`src/rtl/keypad_responder_if.sv`:
```
// Request/status bundle between a key-sequence source and keypad_responder.
interface keypad_responder_if #(
  parameter int HOLD_W = 8
);
  logic              key_valid;
  logic [3:0]        key_code;
  logic [HOLD_W-1:0] hold_scans;
  logic              key_ready;
  logic              busy;
  logic              done;
  logic              err;

  modport master (output key_valid, key_code, hold_scans,
                  input  key_ready, busy, done, err);
  modport slave  (input  key_valid, key_code, hold_scans,
                  output key_ready, busy, done, err);
endinterface

```
`src/rtl/keypad_responder.sv`:
```
// Behavioural 3x4 keypad: drives active-low columns against the scanner's row select.
// Optional macro KEYPAD_BOUNCE_EN adds a 4-round contact-bounce phase before each press.
module keypad_responder #(
  parameter int HOLD_W    = 8,
  parameter int REL_SCANS = 8
) (
  input  logic              clk,
  input  logic              reset,
  input  logic [2:0]        sel,
  output logic [2:0]        column,
  keypad_responder_if.slave req
);
  localparam int RW = $clog2(REL_SCANS + 1);
  localparam int CW = (HOLD_W > RW) ? HOLD_W : RW;

`ifdef KEYPAD_BOUNCE_EN
  typedef enum logic [2:0] {IDLE, ARM, BOUNCE, PRESS, RELEASE} state_t;
`else
  typedef enum logic [2:0] {IDLE, ARM, PRESS, RELEASE} state_t;
`endif

  state_t            state;
  logic [2:0]        sel_q, pat_q, pat_d;
  logic [1:0]        row_q, row_d;
  logic [HOLD_W-1:0] hold_q, hold_d;
  logic [CW-1:0]     cnt;
  logic              legal, round_start, row_hit;
  logic              ready_q, busy_q, done_q, err_q;

  assign round_start = (sel == 3'd0) && (sel_q != 3'd0);
  assign row_hit     = (sel == {1'b0, row_q});
  assign hold_d      = (req.hold_scans == '0) ? HOLD_W'(1) : req.hold_scans;

  assign req.key_ready = ready_q;
  assign req.busy      = busy_q;
  assign req.done      = done_q;
  assign req.err       = err_q;

  always_comb begin
    legal = 1'b1;
    row_d = 2'd0;
    pat_d = 3'b111;
    case (req.key_code)
      4'd1:  begin row_d = 2'd0; pat_d = 3'b011; end
      4'd2:  begin row_d = 2'd0; pat_d = 3'b101; end
      4'd3:  begin row_d = 2'd0; pat_d = 3'b110; end
      4'd4:  begin row_d = 2'd1; pat_d = 3'b011; end
      4'd5:  begin row_d = 2'd1; pat_d = 3'b101; end
      4'd6:  begin row_d = 2'd1; pat_d = 3'b110; end
      4'd7:  begin row_d = 2'd2; pat_d = 3'b011; end
      4'd8:  begin row_d = 2'd2; pat_d = 3'b101; end
      4'd9:  begin row_d = 2'd2; pat_d = 3'b110; end
      4'd10: begin row_d = 2'd3; pat_d = 3'b011; end
      4'd0:  begin row_d = 2'd3; pat_d = 3'b101; end
      4'd11: begin row_d = 2'd3; pat_d = 3'b110; end
      default: legal = 1'b0;
    endcase
  end

  // Combinational from live sel so the scanner sees the key in the same slot it selects.
  always_comb begin
    column = 3'b111;
    if (state == PRESS && row_hit) column = pat_q;
`ifdef KEYPAD_BOUNCE_EN
    if (state == BOUNCE && row_hit && !cnt[0]) column = pat_q;
`endif
  end

  always_ff @(posedge clk or posedge reset) begin
    if (reset) begin
      state   <= IDLE;
      sel_q   <= 3'd0;
      cnt     <= '0;
      row_q   <= 2'd0;
      pat_q   <= 3'b111;
      hold_q  <= HOLD_W'(1);
      ready_q <= 1'b1;
      busy_q  <= 1'b0;
      done_q  <= 1'b0;
      err_q   <= 1'b0;
    end else begin
      sel_q  <= sel;
      done_q <= 1'b0;
      err_q  <= 1'b0;
      case (state)
        IDLE: if (req.key_valid) begin
          if (legal) begin
            row_q   <= row_d;
            pat_q   <= pat_d;
            hold_q  <= hold_d;
            state   <= ARM;
            ready_q <= 1'b0;
            busy_q  <= 1'b1;
          end else begin
            err_q <= 1'b1;
          end
        end
        ARM: if (round_start) begin
          cnt <= '0;
`ifdef KEYPAD_BOUNCE_EN
          state <= BOUNCE;
`else
          state <= PRESS;
`endif
        end
`ifdef KEYPAD_BOUNCE_EN
        BOUNCE: if (round_start) begin
          if (cnt == CW'(3)) begin
            cnt   <= '0;
            state <= PRESS;
          end else begin
            cnt <= cnt + CW'(1);
          end
        end
`endif
        PRESS: if (round_start) begin
          if (cnt == CW'(hold_q - HOLD_W'(1))) begin
            cnt   <= '0;
            state <= RELEASE;
          end else begin
            cnt <= cnt + CW'(1);
          end
        end
        RELEASE: if (round_start) begin
          if (cnt == CW'(REL_SCANS - 1)) begin
            cnt     <= '0;
            state   <= IDLE;
            done_q  <= 1'b1;
            ready_q <= 1'b1;
            busy_q  <= 1'b0;
          end else begin
            cnt <= cnt + CW'(1);
          end
        end
        default: state <= IDLE;
      endcase
    end
  end
endmodule

```
`src/flat_wrapper.sv`:
```
// flat-port wrapper written by rule: the top's interface ports become plain ports
module keypad_responder_flat 
#(
  parameter int HOLD_W    = 8,
  parameter int REL_SCANS = 8
)
  (clk, reset, sel, column, req_key_valid, req_key_code, req_hold_scans, req_key_ready, req_busy, req_done, req_err);
  keypad_responder_if #(.HOLD_W(HOLD_W)) req_i ();
  input  logic clk;
  input  logic reset;
  input  logic [2:0] sel;
  output logic [2:0] column;
  input wire logic [$bits(req_i.key_valid)-1:0] req_key_valid;
  input wire logic [$bits(req_i.key_code)-1:0] req_key_code;
  input wire logic [$bits(req_i.hold_scans)-1:0] req_hold_scans;
  output wire logic [$bits(req_i.key_ready)-1:0] req_key_ready;
  output wire logic [$bits(req_i.busy)-1:0] req_busy;
  output wire logic [$bits(req_i.done)-1:0] req_done;
  output wire logic [$bits(req_i.err)-1:0] req_err;
  assign req_i.key_valid = req_key_valid;
  assign req_i.key_code = req_key_code;
  assign req_i.hold_scans = req_hold_scans;
  assign req_key_ready = req_i.key_ready;
  assign req_busy = req_i.busy;
  assign req_done = req_i.done;
  assign req_err = req_i.err;
  keypad_responder #(.HOLD_W(HOLD_W), .REL_SCANS(REL_SCANS)) u_core (.clk(clk), .reset(reset), .sel(sel), .column(column), .req(req_i));
endmodule
```
`config.mk`:
```
export PLATFORM = sky130hd
export DESIGN_NAME = keypad_responder_flat
export DESIGN_NICKNAME = d
export VERILOG_FILES = /design/src/rtl/keypad_responder_if.sv /design/src/rtl/keypad_responder.sv /design/src/flat_wrapper.sv
export SDC_FILE = /design/constraint.sdc
export NUM_CORES = 1
export LEC_CHECK = 0
export BUFFER_PORTS_ARGS = -buffer_cell sky130_fd_sc_hd__buf_2
export CAP_MARGIN = 20
export CORE_AREA = 4 4 67 69
export CTS_CLUSTER_DIAMETER = 150
export DETAILED_ROUTE_END_ITERATION = 16
export DIE_AREA = 0 0 71 73
export GPL_TIMING_DRIVEN = 0
export PLACE_DENSITY = 0.74
export SLEW_MARGIN = 15
export SYNTH_ARGS = -nofsm -noshare
export SYNTH_HDL_FRONTEND = slang
export SYNTH_SLANG_ARGS = --single-unit
```
`constraint.sdc`:
```
create_clock -name clk -period 6.9 [get_ports clk]
set_clock_uncertainty 0.05 [all_clocks]
set_input_delay 1.38 -clock clk [delete_from_list [all_inputs] [get_ports clk]]
set_output_delay 1.38 -clock clk [all_outputs]
set_load 0.005 [all_outputs]
```
==> reports/qor.yml, run 1 <==
coreArea_um2: 3914
insertion_delay_ns: 0.29
setup_viol_count_final: 0
post-route-min-period_ns: 3.857
cts.clk_slew.worst_paths_ns: 0.06
grt_overflow: 0
synth_area_um2: 1901
min_delay_worst_endpoint: "u_core.pat_q[0]$_DFFE_PP1P_"
ys.warnings.count: 0
drc_errors: 0
nets: 264
design.portCount: 25
grt_pass1_wl_mm: 6.755
cellPowerDensity_nw_per_um2: 395.9
htree_num_levels: 2
setup_tns_ns: 0
outcome: "finished, final reports clean"
maximum_vdd_drop_mv: 0.1959
synth-seq-cells: 30
cts-root-buf: "sky130_fd_sc_hd__clkbuf_8"
fmax_mhz: 259.3
cpLargestDelayFamily: "simple AND/OR/NAND/NOR gates"
cts.hold.buffers_added: 0
synth_async_sr_flop_share: 1.000
die_area_um2: 5183
power.leakage_nw: 0.9312
relSlewSlack: 0.5630
critPathKind: "in -> out"
detailroute.wirelength.met3_um: 142
yosysTopAreaCell: "sky130_fd_sc_hd__dfrtp_1"
crit_path_start_kind: "input port"
synth_top_area_share: 0.3292
initial_cell_density_of_the_core: 0.4856
gp_routability_congestion: 0.7782
grtUsageTotal: 0.1650
antenna_violations_before_repair: 0
crit-reg2reg-launch: "u_core.hold_q[0]$_DFFE_PP1P_"
post_dp_cell_area_um2: 2096
dp.final_hpwl_mm: 2.918
route.met2.wl_mm: 1.748
via_per_inst: 5.454
tritoncts_clock_tree: "done"
post_cts_setup_inserts: 0
port-buffer-count: 21
cap_violations: 0
syn-instance-count: 210
vias: 1587
maximum_buffer_depth_of_the_clock_tree: 2
highest_metal_layer_with_signal_wires: "met4"
critical_path.max_stage_delay_ns: 0.52
worst-r2r-setup-slack_ns: 4.38
synth_edf_count: 0
min_path_type: "reg -> reg"
reg2reg_to: "u_core.state[1]$_DFFE_PP0P_"
detailed_routing_iteration_count_for_the_pre_antenna_repair_pass: 4
synth_area_leaders: "sky130_fd_sc_hd__dfrtp_1, sky130_fd_sc_hd__nand2_1, sky130_fd_sc_hd__dfstp_2"
max_slew.worst_pin.slew_ns: 0.6499
hold_viol: 0
finalWirelength_mm: 3.841
reg2reg_depth: 8
cts_num_sinks: 30
chipWidth_um: 71
final_layout_size_suffix_gt1_frac: 0.2075
yosysUniqueCellTypes: 50
synth_seq_area_share: 0.3983
drt-wirelength-per-cell_um: 13.20
cts-buffers-inserted: 5
syn2layout_area_growth_pct: 14.75
path_cells: "buf_2 > xor2_1 > nor4_1 > nand2b_1 > buf_2"
antenna_left: 0
final_cycle_share: 0.5589
hold_start: "u_core.pat_q[0]$_DFFE_PP1P_"
drt_first_iter_violations: 111
floorplan.rows: 23
critPathBufInv: 2
timing.critical_path.arrival_ns: 2.43
grt_pass1_vias: 1502
timing_max_transition_violations_final: 0
cp.required_ns: 5.47
timing.critical_path.fanout_max: 3
grt_setup_unrepaired: "no"
syn-num-nets: 234
chip_height_um: 73
design_area_um2: 2181
path_common_cell: "sky130_fd_sc_hd__buf_2"
kind_of_capture_point_of_the_worst_setup_path: "primary output"
m1_wire_length_mm: 1.869
maximum_number_of_pins_on_one_net_before_global_route_repair: 19
critical-path-slowest-cell: "sky130_fd_sc_hd__nor4_1"
postSynth.topFlopCell: "sky130_fd_sc_hd__dfrtp_1"
cts_resized: 0
worstHoldPathCells: 2
avgSynthCellArea_um2: 9.050
insertedDiodeCount: 0
==> sequential cells by signal, summed over array words and instances, names as in the netlist <==
signal and count:
u_core.cnt 8, u_core.hold_q 8, u_core.pat_q 3, u_core.sel_q 3
u_core.row_q 2, u_core.state 2, u_core.req.busy 1, u_core.req.done 1
u_core.req.err 1, u_core.req.key_ready 1
==> cells by family (layout without fill, tap and decap cells) <==
kind of cell / Yosys count / after routing / share of synthesized area
flip-flops: 30 / 30 / 0.3983
AND/OR/NAND/NOR: 86 / 86 / 0.2271
buffers and inverters: 20 / 51 / 0.04477
adder cells (fa/ha/maj): 6 / 6 / 0.03950
XOR/XNOR: 15 / 15 / 0.06912
AO/OA/AOI/OAI: 51 / 51 / 0.2100
multiplexers: 2 / 2 / 0.01119
==> cells in the final DEF, fill, tap and decap left out, types with 2 or more instances in the layout <==
master,netlist,layout
sky130_fd_sc_hd__nand2_1,39,39
sky130_fd_sc_hd__dfrtp_1,25,25
sky130_fd_sc_hd__buf_2,2,23
sky130_fd_sc_hd__nor2_1,16,16
sky130_fd_sc_hd__clkbuf_1,8,11
sky130_fd_sc_hd__xnor2_1,10,10
sky130_fd_sc_hd__inv_1,9,9
sky130_fd_sc_hd__o21ai_0,9,9
sky130_fd_sc_hd__o31ai_1,7,7
sky130_fd_sc_hd__ha_1,6,6
sky130_fd_sc_hd__nand3_1,5,5
sky130_fd_sc_hd__xor2_1,5,5
sky130_fd_sc_hd__a41oi_1,5,5
sky130_fd_sc_hd__a21oi_1,5,5
sky130_fd_sc_hd__o2bb2ai_1,5,5
sky130_fd_sc_hd__clkbuf_8,0,5
sky130_fd_sc_hd__dfstp_2,5,5
sky130_fd_sc_hd__nand2b_1,4,4
sky130_fd_sc_hd__nor3_1,4,4
sky130_fd_sc_hd__nor4_1,3,3
sky130_fd_sc_hd__or4_4,2,2
sky130_fd_sc_hd__o21ai_1,2,2
sky130_fd_sc_hd__and3_1,2,2
sky130_fd_sc_hd__o2111ai_2,2,2
sky130_fd_sc_hd__a21boi_1,2,2
sky130_fd_sc_hd__a211oi_1,2,2
sky130_fd_sc_hd__or2_2,2,2
==> area by class of cell <==
type | instances | area (µm²)
repair buffers | 23 | 137.6
multi-input cells | 160 | 1059
flip-flops and latches | 30 | 757.0
inverters | 9 | 33.78
clock buffers | 8 | 80.08
plain buffers | 11 | 51.30
well taps | 50 | 62.56
fillers | 373 | 1733
==> cells in the mapped netlist (all sizes together) (2+ instances only) <==
| library cell | n |
|---|---|
| nand3 | 5 |
| inv | 9 |
| o21ai | 11 |
| a21oi | 6 |
| dfrtp | 25 |
| or2 | 2 |
| and3 | 2 |
| buf | 3 |
| nor4 | 5 |
| nor3 | 5 |
| dfstp | 5 |
| clkbuf | 8 |
| nor2 | 16 |
| xnor2 | 10 |
| o211ai | 2 |
| a41oi | 5 |
| nand2b | 4 |
| or4 | 3 |
| nand2 | 40 |
| ha | 6 |
| a211oi | 2 |
| xor2 | 5 |
| o2111ai | 2 |
| o31ai | 7 |
| a21boi | 2 |
| o2bb2ai | 5 |
==> worst register-to-register path, delay by kind of cell, from the launching register on <==
family                   cells  cell delay, ns
XOR/XNOR                     1            0.14
flip-flops                   1            0.57
multiplexers                 1            0.33
AO/OA/AOI/OAI                2            0.41
adder cells (fa/ha/maj)      1            0.21
AND/OR/NAND/NOR              2            0.62
buffers and inverters        1            0.06
==> power by group <==
part | internal (mW) | switching (mW)
logic | 0.187 | 0.239
registers | 0.247 | 0.0553
clock network | 0.0715 | 0.0631
total | 0.506 | 0.357
==> metrics by stage <==
step                power, mW  std cells  hold slack, ns  setup WS, ns  utilization
floorplan              0.6463        210          0.4038         3.502            -
global placement       0.7131        281          0.4237         3.010       0.5285
detailed placement     0.7323        282          0.4256         3.060       0.5355
CTS                    0.8702        290          0.4347         3.056       0.5559
global route           0.9450        291          0.4727         2.979       0.5572
finish                 0.8634        291          0.4346         3.043       0.5572
==> per-layer routing <==
| layer | vias up | track usage |
|---|---|---|
| met5 | - | 0 |
| met4 | 0 | 0.07516 |
| met3 | 5 | 0.03306 |
| met2 | 30 | 0.2647 |
| met1 | 743 | 0.2156 |
| li1 | 809 | - |
==> worst max-delay path by stage <==
stage	slack (ns)	endpoint	depth (start not counted)	from
5_1_grt	2.98	column[0]	5	sel[1]
3_5_place_dp	3.06	column[1]	5	sel[1]
2_1_floorplan	3.50	column[0]	3	sel[1]
3_3_place_gp	3.01	column[1]	5	sel[1]
6_report	3.04	column[1]	5	sel[1]
4_1_cts	3.06	column[0]	5	sel[1]
Power figures use the tool's default switching activity.
==> run 2, diff against run 1 <==
ABC_AREA = 1   (was not set)
CORE_AREA = 4 4 68 70   (was 4 4 67 69)
DIE_AREA = 0 0 72 74   (was 0 0 71 73)
PLACE_DENSITY = 0.73   (was 0.74)
clock period = 4 ns   (was 6.9 ns; I/O delays follow)
==> reports/qor.yml, run 2 <==
cp.required_ns: 3.15  # -2.32 ns
initial_cell_density_of_the_core: 0.4855  # about the same
final_common_cell: "sky130_fd_sc_hd__nand2_1"
finalWirelength_mm: 4.012  # +4.5%
min_path_type: "reg -> reg"
reg2reg_depth: 15  # +7
tritoncts_clock_tree: "done"
insertedDiodeCount: 0  # unchanged
reg2reg_to: "u_core.cnt[1]$_DFFE_PP0P_"
critPathKind: "reg -> out"
cts-buffers-inserted: 5  # unchanged
grt_setup_unrepaired: "no"
cts.hold.buffers_added: 0  # unchanged
switching_fraction_of_total_power: 0.4009  # -0.01304
coreArea_um2: 3971  # +1.5%
cap_violations: 0  # unchanged
crit_path_start_kind: "flip-flop"
worst-r2r-setup-slack_ns: 2.02  # -2.36 ns
outcome: "finished, final reports clean"
critical_path.max_stage_delay_ns: 0.42  # -0.10 ns
antenna_left: 0  # unchanged
cts.clk_slew.worst_paths_ns: 0.06  # about the same
setup_tns_ns: 0  # unchanged
hold_start: "u_core.pat_q[1]$_DFFE_PP1P_"
crit-reg2reg-launch: "u_core.hold_q[0]$_DFFE_PP1P_"
postSynth.topFlopCell: "sky130_fd_sc_hd__dfrtp_1"
chip_height_um: 74  # +1.4%
mostFrequentLayoutCells: "sky130_fd_sc_hd__nand2_1, sky130_fd_sc_hd__inv_1, sky130_fd_sc_hd__nor2_1"
post_cts_setup_inserts: 0  # unchanged
grt_pass1_vias: 1677  # +12%
synth-seq-cells: 30  # unchanged
floorplan.rows: 23  # unchanged
timing.critical_path.fanout_max: 5  # +2
biggestRegsByFlops: "u_core.cnt x8, u_core.hold_q x8"
gp_routability_congestion: 0.7847  # +0.84%
cts_num_sinks: 30  # unchanged
grt_overflow: 0  # unchanged
max_slew.worst_pin.slew_ns: 0.6480  # -0.001888 ns
switching_power_mw: 0.5462  # +53%
timing.critical_path.arrival_ns: 1.81  # -0.62 ns
yosysTopAreaCell: "sky130_fd_sc_hd__dfrtp_1"
synth_area_leaders: "sky130_fd_sc_hd__dfrtp_1, sky130_fd_sc_hd__nand2_1, sky130_fd_sc_hd__inv_1"
synth_top_area_share: 0.3245  # -0.004699
path_cells: "inv_1 > ha_1 > o211ai_1 > a211oi_1 > nand2_1 > buf_2"
cellPowerDensity_nw_per_um2: 610.4  # +54%
synth_common_cells: "sky130_fd_sc_hd__nand2_1, sky130_fd_sc_hd__inv_1, sky130_fd_sc_hd__nor2_1"
dp.final_hpwl_mm: 3.131  # +7.3%
synth_area_um2: 1928  # +1.4%
antenna_violations_before_repair: 0  # unchanged
htree_num_levels: 2  # unchanged
cts_resized: 0  # unchanged
syn-instance-count: 276  # +31%
p_seq_frac: 0.358  # +0.008
maximum_buffer_depth_of_the_clock_tree: 2  # unchanged
yosysUniqueCellTypes: 31  # -38%
final_cycle_share: 0.6658
die_area_um2: 5328  # +2.8%
drt_first_iter_violations: 108  # -2.7%
nets: 332  # +26%
final_layout_size_suffix_gt1_frac: 0.1877  # -0.01977
grtUsageTotal: 0.1719  # +0.006874
design.portCount: 25  # unchanged
syn-num-nets: 300  # +28%
drt-wirelength-per-cell_um: 11.18  # -15%
maximum_number_of_pins_on_one_net_before_global_route_repair: 17  # -2
cpLargestDelayFamily: "compound AO/OA/AOI/OAI gates"
critPathBufInv: 2  # unchanged
setup_viol_count_final: 0  # unchanged
detailed_routing_iteration_count_for_the_pre_antenna_repair_pass: 4  # unchanged
synth_async_sr_flop_share: 1.000  # unchanged
kind_of_capture_point_of_the_worst_setup_path: "primary output"
hold_viol: 0  # unchanged
power.leakage_nw: 1.156  # +24%
insertion_delay_ns: 0.28  # about the same
nFillCells: 380  # +1.9%
port-buffer-count: 24  # +14%
min_delay_worst_endpoint: "u_core.pat_q[1]$_DFFE_PP1P_"
via_per_inst: 4.911  # -10%
grt_pass1_wl_mm: 7.079  # +4.8%
vias: 1763  # +11%
post-synth-top-count-cell: "sky130_fd_sc_hd__nand2_1"
maximum_vdd_drop_mv: 0.3612  # +84%
chipWidth_um: 72  # +1.4%
avgSynthCellArea_um2: 6.986  # -23%
ys.warnings.count: 0  # unchanged
internal-power_mw: 0.8161  # +61%
drc_errors: 0  # unchanged
fmax_mhz: 375.5
cts-root-buf: "sky130_fd_sc_hd__clkbuf_8"
critical-path-slowest-cell: "sky130_fd_sc_hd__dfrtp_1"
synth_seq_area_share: 0.3926  # -0.005686
crit_cells: 6  # +1
post-route-min-period_ns: 2.663
timing_max_transition_violations_final: 0  # unchanged
clkPwrFrac: 0.219  # +0.063
synth_edf_count: 0  # unchanged
worstHoldPathCells: 2  # unchanged
totalPowerFinal_mw: 1.362  # +58%
syn2layout_area_growth_pct: 15.77
comb_power_share: 0.424  # -0.070
relSlewSlack: 0.5675  # +0.004487
## run 2: cell type report
cell class	count	area, µm²	share of cell area
Multi-Input combinational cell	200	998.5	0.4473
Inverter	44	165.2	0.07399
Tap cell	50	62.56	0.02803
Sequential cell	30	757.0	0.3391
Clock buffer	7	76.32	0.03419
Buffer	2	7.507	0.003363
Timing Repair Buffer	25	135.1	0.06054
Clock inverter	1	30.03	0.01345
## run 2: layer usage
layer / GRT usage / up-vias / wire length, µm / part of all wire
met5: 0 / - / 0 / 0
met4: 0.06472 / 0 / 73 / 0.018
met3: 0.05541 / 7 / 178 / 0.044
met2: 0.2949 / 29 / 1977 / 0.49
met1: 0.2022 / 810 / 1782 / 0.44
li1: - / 917 / - / -
## run 2: logic make-up (layout without fill, tap and decap cells)
logic type | Yosys count | in the layout | synth area share
AND/OR/NAND/NOR | 157 | 157 | 0.3550
buffers and inverters | 46 | 79 | 0.08955
XOR/XNOR | 8 | 8 | 0.03634
adder cells (fa/ha/maj) | 6 | 6 | 0.03893
AO/OA/AOI/OAI | 29 | 29 | 0.08761
flip-flops | 30 | 30 | 0.3926
## run 2: through the flow
| step | instances | instance area [µm²] | hold WS [ns] | utilization | setup WS (ns) |
|---|---|---|---|---|---|
| after floorplan | 276 | 1928 | 0.4222 | - | 1.824 |
| after global placement | 350 | 2111 | 0.4395 | 0.5315 | 1.453 |
| after detailed placement | 351 | 2126 | 0.4420 | 0.5353 | 1.444 |
| after CTS | 359 | 2232 | 0.4518 | 0.5621 | 1.297 |
| after global routing | 359 | 2232 | 0.4763 | 0.5621 | 1.156 |
| final | 359 | 2232 | 0.4494 | 0.5621 | 1.337 |
## run 2: worst max path at each step
stage,slack (ns),startpoint,endpoint
2_1_floorplan,1.82,sel[0],column[0]
3_3_place_gp,1.45,sel[0],column[2]
3_5_place_dp,1.44,sel[0],column[2]
4_1_cts,1.30,u_core.state[0]$_DFFE_PP0P_,column[2]
5_1_grt,1.16,u_core.state[0]$_DFFE_PP0P_,column[0]
6_report,1.34,u_core.state[0]$_DFFE_PP0P_,column[2]
## run 2: tightest hold or removal path, cell delays in order, from the launching register on
cell and delay (ns):
sky130_fd_sc_hd__dfstp_2 0.36, sky130_fd_sc_hd__inv_1 0.05, sky130_fd_sc_hd__o21ai_0 0.08
## run 2: power groups by stage
| stage | clock, mW | combinational [mW] | sequential, mW |
|---|---|---|---|
| finish | 0.298 | 0.577 | 0.487 |
| global route | 0.317 | 0.679 | 0.500 |
| CTS | 0.304 | 0.584 | 0.488 |
| detailed placement | 0 | 0.576 | 0.492 |
| global placement | 0 | 0.562 | 0.488 |
| floorplan | 0 | 0.458 | 0.475 |
==> run 3, diff against run 2 <==
clock period = 2.46 ns   (was 4 ns; I/O delays follow)
==> reports/qor.yml, run 3 (synthesized netlist as in run 2, its figures left out) <==
detailed_routing_iteration_count_for_the_pre_antenna_repair_pass: 4  # unchanged
setup_viol_count_final: 0  # unchanged
nets: 332  # unchanged
critPathKind: "reg -> out"
grt_pass1_wl_mm: 7.079  # unchanged
outcome: "finished, final reports clean"
initial_cell_density_of_the_core: 0.4855  # unchanged
final_cycle_share: 0.9169
setup_tns_ns: 0  # unchanged
placement.setup.worst_slack_ns: 0.3855  # -1.059 ns
cellPowerDensity_nw_per_um2: 992.1  # +63%
critical-path-slowest-cell: "sky130_fd_sc_hd__dfrtp_1"
final_layout_size_suffix_gt1_frac: 0.1909  # +0.003236
finalWirelength_mm: 4.018  # +0.15%
drt-wirelength-per-cell_um: 11.19  # +0.15%
design_area_um2: 2237  # +0.22%
min_path_type: "in -> async"
cts.clk_slew.worst_paths_ns: 0.06  # about the same
nFillCells: 379  # -0.26%
crit-reg2reg-launch: "u_core.hold_q[0]$_DFFE_PP1P_"
placed_cells: 351  # unchanged
insertion_delay_ns: 0.28  # about the same
antenna_left: 0  # unchanged
chipWidth_um: 72  # unchanged
cap_violations: 0  # unchanged
grt_setup_unrepaired: "no"
drc_errors: 0  # unchanged
maximum_vdd_drop_mv: 0.5857  # +62%
dp.final_hpwl_mm: 3.131  # unchanged
coreArea_um2: 3971  # unchanged
port-buffer-count: 24  # unchanged
vias: 1756  # -0.40%
post_dp_cell_area_um2: 2126  # unchanged
floorplan.rows: 23  # unchanged
multiInputGateArea_um2: 1003  # +0.50%
totalPowerFinal_mw: 2.220  # +63%
critical_path.max_stage_delay_ns: 0.42  # about the same
final_core_util: 0.5633  # +0.001260
mostFrequentLayoutCells: "sky130_fd_sc_hd__nand2_1, sky130_fd_sc_hd__inv_1, sky130_fd_sc_hd__nor2_1"
kind_of_capture_point_of_the_worst_setup_path: "primary output"
grt_overflow: 0  # unchanged
post-route-min-period_ns: 2.256
hold_slack_ns: 0.2393  # -0.2101 ns
grt_pass1_vias: 1677  # unchanged
via_per_inst: 4.891  # -0.40%
reg2reg_to: "u_core.cnt[1]$_DFFE_PP0P_"
cts-root-buf: "sky130_fd_sc_hd__clkbuf_8"
gp_routability_congestion: 0.7847  # unchanged
insertedDiodeCount: 0  # unchanged
final_common_cell: "sky130_fd_sc_hd__nand2_1"
antenna_violations_before_repair: 0  # unchanged
grtUsageTotal: 0.1719  # unchanged
drt_first_iter_violations: 99  # -8.3%
path_cells: "inv_1 > ha_1 > o211ai_1 > a211oi_2 > nand2_1 > buf_2"
crit_path_start_kind: "flip-flop"
timing.critical_path.fanout_max: 5  # unchanged
cts-buffers-inserted: 5  # unchanged
finalNonFillerCells: 359  # unchanged
layout_setup_ws_ns: 0.2044  # -1.133 ns
biggestRegsByFlops: "u_core.cnt x8, u_core.hold_q x8"
design.portCount: 25  # unchanged
syn2layout_area_growth_pct: 16.03
chip_height_um: 74  # unchanged
storage_element_area_um2: 757.0  # unchanged
htree_num_levels: 2  # unchanged
worst-r2r-setup-slack_ns: 0.48  # -1.54 ns
cp.required_ns: 1.92  # -1.23 ns
maximum_buffer_depth_of_the_clock_tree: 2  # unchanged
maximum_number_of_pins_on_one_net_before_global_route_repair: 17  # unchanged
timing.critical_path.arrival_ns: 1.71  # -0.10 ns
cts_num_sinks: 30  # unchanged
hold_viol: 0  # unchanged
reg2reg_depth: 15  # unchanged
max_slew.worst_pin.slew_ns: 0.6470  # -0.0009974 ns
power.leakage_nw: 1.157  # about the same
tritoncts_clock_tree: "done"
timing_max_transition_violations_final: 0  # unchanged
relSlewSlack: 0.5682  # +0.0006650
die_area_um2: 5328  # unchanged
fmax_mhz: 443.3
==> run 3: cell count changes in the layout (fill, tap and decap cells not counted) <==
cell                       change
sky130_fd_sc_hd__a211oi_2      +1
sky130_fd_sc_hd__a211oi_1      -1
==> run 3: how the worst max path moves through the flow <==
stage                                  from                        end  slack (ns)
2_1_floorplan  u_core.hold_q[0]$_DFFE_PP1P_  u_core.cnt[5]$_DFFE_PP0P_        0.66
3_3_place_gp    u_core.state[0]$_DFFE_PP0P_                  column[2]        0.40
3_5_place_dp    u_core.state[0]$_DFFE_PP0P_                  column[2]        0.39
4_1_cts         u_core.state[0]$_DFFE_PP0P_                  column[2]        0.06
5_1_grt         u_core.state[0]$_DFFE_PP0P_                  column[0]        0.04
6_report        u_core.state[0]$_DFFE_PP0P_                  column[2]        0.20
==> run 3: final cells by class <==
class / count / area share
Clock inverter: 1 / 0.01342
Inverter: 44 / 0.07383
Tap cell: 50 / 0.02796
Timing Repair Buffer: 25 / 0.06040
Buffer: 2 / 0.003356
Multi-Input combinational cell: 200 / 0.4485
Clock buffer: 7 / 0.03412
Sequential cell: 30 / 0.3384
==> run 3: report_power, final <==
part / total, mW / internal [mW] / switching, mW
clock: 0.485 / 0.303 / 0.182
sequential: 0.792 / 0.674 / 0.118
combinational: 0.943 / 0.351 / 0.592
total: 2.22 / 1.33 / 0.892
==> run 3: routing by layer <==
| metal | wire, µm | global-route usage |
|---|---|---|
| met3 | 186 | 0.05541 |
| met5 | 0 | 0 |
| met4 | 82 | 0.06472 |
| met2 | 1961 | 0.2949 |
| met1 | 1787 | 0.2022 |
==> run 3: timing repair <==
action / CTS / global route
resized for setup: 0 / 1
setup endpoints to repair: 0 / 3
hold buffers: 0 / 0
setup buffers: 0 / 0
hold endpoints to repair: 0 / 0
==> run 3: critical path, delay by kind of cell, from the launching register on <==
family,cells,cell delay [ns]
flops,1,0.42
compound gates,2,0.41
fa+ha+maj,1,0.29
buf+inv,2,0.23
simple gates,1,0.08
